### src/rtl/mem_stage.sv
// mem_stage: memory-access pipeline stage.
// Merges internal data-memory and external-bus load data, owns the MEM/WB
// register, and runs the external-read request/acknowledge FSM with timeout.
// The upstream pipeline stalls while an external load is outstanding.
module mem_stage #(
  parameter int unsigned TIMEOUT_CYCLES = 16,
  parameter logic [31:0] TIMEOUT_DATA   = 32'hDEADBEEF,
  parameter int unsigned CNT_W          = 5
) (
  input  logic        clk,
  input  logic        nReset,
  input  logic        flush,
  input  logic        ReadAccess,
  input  logic [7:0]  address,
  input  logic        RegWrite_Mem,
  input  logic        MemtoReg_Mem,
  input  logic        MemRead_Mem,
  input  logic [4:0]  Waddr_Mem,
  input  logic [31:0] Wdata_Mem,
  input  logic [1:0]  mhartID_Mem,
  input  logic [31:0] currentPC_Mem,
  input  logic [31:0] dmem_rdata,
  input  logic        ext_ack,
  input  logic [31:0] ext_rdata,
  output logic        ext_req,
  output logic [7:0]  ext_addr,
  output logic        stall,
  output logic        bus_err,
  output logic        RegWrite_WB,
  output logic [4:0]  Waddr_WB,
  output logic [31:0] Wdata_WB,
  output logic [1:0]  mhartID_WB,
  output logic [31:0] currentPC_WB
);

  typedef enum logic [1:0] {
    ST_IDLE,
    ST_WAIT,
    ST_DONE
  } state_t;

  state_t           r_state;
  logic             r_ext_pend;
  logic [7:0]       r_ext_addr;
  logic             r_ext_req;
  logic             r_bus_err;
  logic [CNT_W-1:0] r_cnt;
  logic [31:0]      r_cap;

  logic             r_regwrite_wb;
  logic [4:0]       r_waddr_wb;
  logic [31:0]      r_wdata_wb;
  logic [1:0]       r_hart_wb;
  logic [31:0]      r_pc_wb;

  logic             w_stall;
  logic [31:0]      w_wb_data;
  logic             w_unused;

  // MemRead is carried through the interface only; the writeback select follows MemtoReg.
  assign w_unused = MemRead_Mem;

  // Stall while a latched external request has not yet been handed to WB.
  always_comb begin
    w_stall = (r_state == ST_WAIT) || ((r_state == ST_IDLE) && r_ext_pend);
  end

  // Writeback data select: ALU result, internal memory, or captured external data.
  always_comb begin
    w_wb_data = Wdata_Mem;
    if (MemtoReg_Mem) begin
      w_wb_data = r_ext_pend ? r_cap : dmem_rdata;
    end
  end

  // Latch the EX-stage external-read request; frozen together with the pipeline.
  always_ff @(posedge clk or negedge nReset) begin
    if (!nReset) begin
      r_ext_pend <= 1'b0;
      r_ext_addr <= '0;
    end else if (!w_stall) begin
      r_ext_pend <= ReadAccess & ~flush;
      r_ext_addr <= address;
    end
  end

  // External-read FSM: request, wait for ack or timeout, then release to WB.
  always_ff @(posedge clk or negedge nReset) begin
    if (!nReset) begin
      r_state   <= ST_IDLE;
      r_ext_req <= 1'b0;
      r_bus_err <= 1'b0;
      r_cnt     <= '0;
      r_cap     <= '0;
    end else begin
      r_bus_err <= 1'b0;
      case (r_state)
        ST_IDLE: begin
          if (r_ext_pend) begin
            r_state   <= ST_WAIT;
            r_ext_req <= 1'b1;
            r_cnt     <= '0;
          end
        end
        ST_WAIT: begin
          if (ext_ack) begin
            r_cap     <= ext_rdata;
            r_ext_req <= 1'b0;
            r_state   <= ST_DONE;
          end else if (r_cnt == CNT_W'(TIMEOUT_CYCLES - 1)) begin
            r_cap     <= TIMEOUT_DATA;
            r_ext_req <= 1'b0;
            r_bus_err <= 1'b1;
            r_state   <= ST_DONE;
          end else begin
            r_cnt <= r_cnt + CNT_W'(1);
          end
        end
        ST_DONE: begin
          r_state <= ST_IDLE;
        end
        default: begin
          r_state <= ST_IDLE;
        end
      endcase
    end
  end

  // MEM/WB pipeline register; a stall inserts a bubble and holds the payload.
  always_ff @(posedge clk or negedge nReset) begin
    if (!nReset) begin
      r_regwrite_wb <= 1'b0;
      r_waddr_wb    <= '0;
      r_wdata_wb    <= '0;
      r_hart_wb     <= '0;
      r_pc_wb       <= '0;
    end else if (w_stall) begin
      r_regwrite_wb <= 1'b0;
    end else begin
      r_regwrite_wb <= RegWrite_Mem;
      r_waddr_wb    <= Waddr_Mem;
      r_wdata_wb    <= w_wb_data;
      r_hart_wb     <= mhartID_Mem;
      r_pc_wb       <= currentPC_Mem;
    end
  end

  assign ext_req      = r_ext_req;
  assign ext_addr     = r_ext_addr;
  assign stall        = w_stall;
  assign bus_err      = r_bus_err;
  assign RegWrite_WB  = r_regwrite_wb;
  assign Waddr_WB     = r_waddr_wb;
  assign Wdata_WB     = r_wdata_wb;
  assign mhartID_WB   = r_hart_wb;
  assign currentPC_WB = r_pc_wb;

endmodule

### config.mk
export PLATFORM = sky130hd
export DESIGN_NAME = mem_stage
export DESIGN_NICKNAME = d
export VERILOG_FILES = /design/src/rtl/mem_stage.sv
export SDC_FILE = /design/constraint.sdc
export NUM_CORES = 1
export LEC_CHECK = 0
export ABC_CLOCK_PERIOD_IN_PS = 1800
export CORE_MARGIN = 4
export CORE_UTILIZATION = 38
export DETAILED_ROUTE_END_ITERATION = 10
export GPL_ROUTABILITY_DRIVEN = 0
export PLACE_DENSITY = 0.79
export SETUP_SLACK_MARGIN = 0.02
export SYNTH_ARGS = -nofsm -noshare
export SYNTH_HDL_FRONTEND = slang
export SYNTH_SLANG_ARGS = --single-unit
### constraint.sdc
create_clock -name clk -period 1.8 [get_ports clk]
set_clock_uncertainty 0.2 [all_clocks]
set_input_delay 0.54 -clock clk [delete_from_list [all_inputs] [get_ports clk]]
set_output_delay 0.54 -clock clk [all_outputs]
set_load 0.1 [all_outputs]
== Yosys cells after proc, flatten, opt, wreduce, memory -nomap -nowiden ==
Index checks and enable logic that the tools add are counted.
Word-level totals
  register bits: 122
  bits of input ports: 151
Operators by class
  reductions and logical operators: 9
  $add $sub $neg: 1
  eq/ne operators: 6
  bitwise logic cells: 2
  multiplexer cells: 20
Operator list (number)
  $mux W32: 4
  $mux W5: 3
  $pmux W5 S2: 1
  $mux W1: 7
  $mux W2: 3
  $ne A2 B2 Y1 const B: 3
  $add A5 B1 Y5 const B: 1
  $eq A5 B4 Y1 const B: 1
  $pmux W2 S2: 1
  $reduce_and A2 Y1: 2
  $reduce_and A4 Y1: 1
  $reduce_bool A2 Y1: 2
  $ne A3 B2 Y1 const B: 1
  $reduce_and A3 Y1: 1
  $eq A2 B1 Y1 const B: 1
  $logic_not A2 Y1: 1
  $pmux W1 S2: 1
  $and A1 B1 Y1: 1
  $logic_and A1 B1 Y1: 1
  $logic_or A1 B1 Y1: 1
  $not A1 Y1: 1

== Logic depth before layout (Yosys ltp) ==
  word-level depth: 4
  depth in mapped cells: 7
  depth with buffers taken out: 6

== Worst setup path before layout ==
OpenSTA, ideal clock, no wires.
  path kind: register -> output
  start point: reg r_state[1]
  end point: out stall
  stages on the path, launching flop included: 5
  arrival: 1.318 ns
  path slack: -0.258 ns
  cells stage by stage: dfrtp_1 > o21bai_4 > inv_2 > buf_2 > buf_2
On the way
  cells in the longest elaborated chain, start to end: 3
Ends and longest elaborated chain
  start: declaration: RTL line 42  | state_t r_state;
  start signal: assignment: RTL line 90  | r_state <= ST_IDLE;
  start signal: assignment: RTL line 100  | r_state <= ST_WAIT;
  start signal: assignment: RTL line 109  | r_state <= ST_DONE;
  $logic_not A2 Y1: RTL line 65  | w_stall = (r_state == ST_WAIT) || ((r_state == ST_IDLE) && r_ext_pend);
  $logic_and A1 B1 Y1: RTL line 65
  $logic_or A1 B1 Y1 (*): RTL line 65
  end: declaration: RTL line 27  | output logic stall,
Every way passes the cells marked *; elsewhere a longest branch is shown, timed or not.

== Final worst setup path ==
  start point: reg r_cnt[0]
  end point: reg r_cnt[0]
On the way
  cells in the longest elaborated chain, start to end: 4
Ends and longest elaborated chain
  start: declaration: RTL line 47  | logic [CNT_W-1:0] r_cnt;
  start signal: assignment: RTL line 116  | r_cnt <= r_cnt + CNT_W'(1);
  $add A5 B1 Y5: RTL line 116
  $mux W5: RTL line 110  | end else if (r_cnt == CNT_W'(TIMEOUT_CYCLES - 1)) begin
  $mux W5: RTL line 106  | if (ext_ack) begin
  $pmux W5 S2: RTL line 97  | case (r_state)
Parallel ways exist; a longest one is shown, timed or not. The select of a mux whose other input is x is not followed.
A chain may end at the register's enable or synchronous reset.

==> results.cfg <==
[timing]
timing.final.max_slew_violations = 0
layout_setup_ws_ns = -0.2119
holdWs_ns = 0.3061
layout_min_cycle_time_ns = 2.012
max_clock_freq_mhz = 497.0
tightestPinTransition_ns = 0.4780
grt_setup_unrepaired = true
setup_viol = 40
final-hold-violation-count = 0
slew-limit-headroom_pct = 68.13
timing.final.crit_share_pct = 111.8

[critical_path]
reg_to_reg_start = r_cnt[0]
timing.critical_path.cells = ha_2, and3_4, ha_4, or4b_4, nand3_2, o21ai_2
critical_path.n_buffers_inverters = 0
end_kind = flop
required_ns = 1.89
critPathTopFamily = simple AND/OR/NAND/NOR gates
cp_max_fo = 5
reg2reg_setup_slack_ns = -0.21
timing.critical_path.slowest_stage_cell = sky130_fd_sc_hd__or4b_4
critical_path_s_largest_stage_delay_ns = 0.59
critical_path_class = reg2reg
cp_data_arrival_time_ns = 2.10
critical_path.startpoint_type = flop
critPathLaunch = r_cnt[0]

[cells_and_area]
finalNetCount = 901
final_cell_mix = sky130_fd_sc_hd__clkdlybuf4s50_1, sky130_fd_sc_hd__nand2_1, sky130_fd_sc_hd__dfrtp_1
area_growth_pct = 82.89
num_antenna_cells = 0
most_frequent_standard_cell_in_the_layout_excluding_fill_and_tap_cells = sky130_fd_sc_hd__clkdlybuf4s50_1
drive_above_1_share_pct = 22.86
fillerInstances = 897

[status]
status = finished, violations left
violated_checks = negative setup slack

[min_path]
hold_path.class = in2async

[cts]
path_clk_slew_ns = 0.05
clk-insertion-delay-late_ns = 0.41
cts_num_sinks = 122
htree_levels = 4
tritoncts = yes
max-clock-path-buffers = 2
cts_root_buffer = sky130_fd_sc_hd__clkbuf_16
numCtsBuffers = 17

[logic_synthesis]
proportion_of_synthesized_chip_area_in_sequential_cells_pct = 58.30
ys_warn_count = 0
synth.area.top_cells = sky130_fd_sc_hd__dfrtp_1, sky130_fd_sc_hd__nand2_1, sky130_fd_sc_hd__mux2i_1
net_count_synth = 645
yosys_register_bits = 122
yosys.area.top_type = sky130_fd_sc_hd__dfrtp_1
synth_cell_type_count = 35
syn_area_per_cell_sq_um = 10.64
yosysTopAreaCellShare_pct = 58.30
post_synthesis_cells = 492
synth.cell_area_sq_um = 5236

[drt]
vias = 4783
dr.first_iter.drc_count = 283
drc = 0
vias_per_cell = 5.105
avgRoutedWirePerCell_um = 18.19
drt_first_pass_iters = 4
final_antenna_net_count = 0
drt-total-wl_mm = 17.04

[floorplan]
core_sq_um = 13350
floorplan.die_area_sq_um = 15720
die_w_um = 125.4
initial_core_util_pct = 39.23
fp-row-count = 42
top_level_ports = 234
die_y_um = 125.4

[placement]
io_buffer_count = 232
hpwl_mm = 12.06

[global_route]
number_of_global_route_vias_before_repair = 5145
overflow_after_grt = 0
pin_count_of_the_biggest_net_entering_global_routing = 75
grt_pass1_wl_mm = 27.10
initial_antenna_violation_count = 0
gr-usage-all-layers_pct = 21.65

[job]
max-cap-violations = 0
==> registers in the layout, indices dropped and copies added, names as in the netlist, 2 cells and up <==
signal and count:
Waddr_WB 5, Wdata_WB 32, currentPC_WB 32, ext_addr 8, mhartID_WB 2, r_cap 32, r_cnt 5, r_state 2
==> what timing repair did <==
item / CTS / global route
endpoints found under the setup margin: 41 / 58
hold buffers: 1 / 0
pin swaps: 17 / 4
setup buffers: 5 / 13
endpoints found under the hold margin: 14 / 0
gates cloned: 2 / 1
resized for setup: 18 / 6
==> area by class of cell <==
| class | instances | area, sq um | share of cell area (%) |
|---|---|---|---|
| Clock buffer | 26 | 519.2 | 5.422 |
| Tap cell | 176 | 220.2 | 2.299 |
| Sequential cell | 122 | 3055 | 31.90 |
| Timing Repair inverter | 3 | 38.79 | 0.4050 |
| Timing Repair Buffer | 267 | 3505 | 36.60 |
| Inverter | 7 | 38.79 | 0.4050 |
| Clock inverter | 6 | 155.1 | 1.620 |
| Multi-Input combinational cell | 330 | 2044 | 21.35 |
==> synth_stat cells <==
master	n
sky130_fd_sc_hd__nand2_1	145
sky130_fd_sc_hd__dfrtp_1	122
sky130_fd_sc_hd__mux2i_1	33
sky130_fd_sc_hd__a211oi_1	32
sky130_fd_sc_hd__a21o_1	32
sky130_fd_sc_hd__nor2_1	32
sky130_fd_sc_hd__o22a_1	24
sky130_fd_sc_hd__buf_2	16
sky130_fd_sc_hd__a22o_1	8
sky130_fd_sc_hd__clkbuf_1	7
sky130_fd_sc_hd__inv_1	5
sky130_fd_sc_hd__buf_4	4
sky130_fd_sc_hd__buf_1	3
sky130_fd_sc_hd__buf_6	3
sky130_fd_sc_hd__and2_1	2
sky130_fd_sc_hd__ha_1	2
sky130_fd_sc_hd__nand2_2	2
sky130_fd_sc_hd__nand3_1	2
sky130_fd_sc_hd__o21ai_1	2
sky130_fd_sc_hd__a31o_1	1
sky130_fd_sc_hd__and2b_4	1
sky130_fd_sc_hd__and3_1	1
sky130_fd_sc_hd__and3b_1	1
sky130_fd_sc_hd__inv_2	1
sky130_fd_sc_hd__inv_4	1
sky130_fd_sc_hd__nand4_1	1
sky130_fd_sc_hd__nor3b_1	1
sky130_fd_sc_hd__nor4b_2	1
sky130_fd_sc_hd__o21ai_4	1
sky130_fd_sc_hd__o21bai_4	1
sky130_fd_sc_hd__o22ai_1	1
sky130_fd_sc_hd__o22ai_2	1
sky130_fd_sc_hd__o32ai_1	1
sky130_fd_sc_hd__or3b_2	1
sky130_fd_sc_hd__or4b_4	1
==> through the flow <==
stage                     setup TNS, ns  util (%)  cell area (sq um)  worst slack (ns)  cells
after detailed placement         -10.61     64.66               8631           -0.3053    883
after floorplan                  -1.026         -               5264           -0.1508    492
final                            -4.114     71.75               9577           -0.2119    937
after global placement           -8.870     64.66               8631           -0.2597    883
after global routing             -5.580     71.75               9577           -0.2342    937
after CTS                        -4.026     70.74               9443           -0.2070    923
==> layer usage <==
layer	wire length (um)	vias to the layer above	global-route usage, %
met4	526	0	8.929
met3	1322	40	7.377
met2	8649	220	37.39
met1	6541	2326	24.58
met5	0	-	0
li1	-	2197	-
==> worst paths after layout <==
path                               endpoint  cells past startpoint
max                                r_cnt[0]                      6
min                        currentPC_WB[18]                      2
max reg2reg                        r_cnt[0]                      6
min reg2reg                        r_cap[9]                      1
max in group asynchronous          r_cap[2]                      3
min in group clk                   r_cap[9]                      1
==> kinds of logic (layout without fill, tap and decap cells) <==
kind of cell	Yosys count	after routing	share of synthesized area, %
AOI/OAI and AO/OA	104	104	16.08
adders and majority gates	2	2	0.4778
buffers and inverters	40	309	4.014
DFF	122	122	58.30
muxes	33	33	6.308
and+or+nand+nor	191	191	14.81
Power is not shown: default switching activity piles up to over one toggle a cycle in this logic, so the estimate is an artifact.
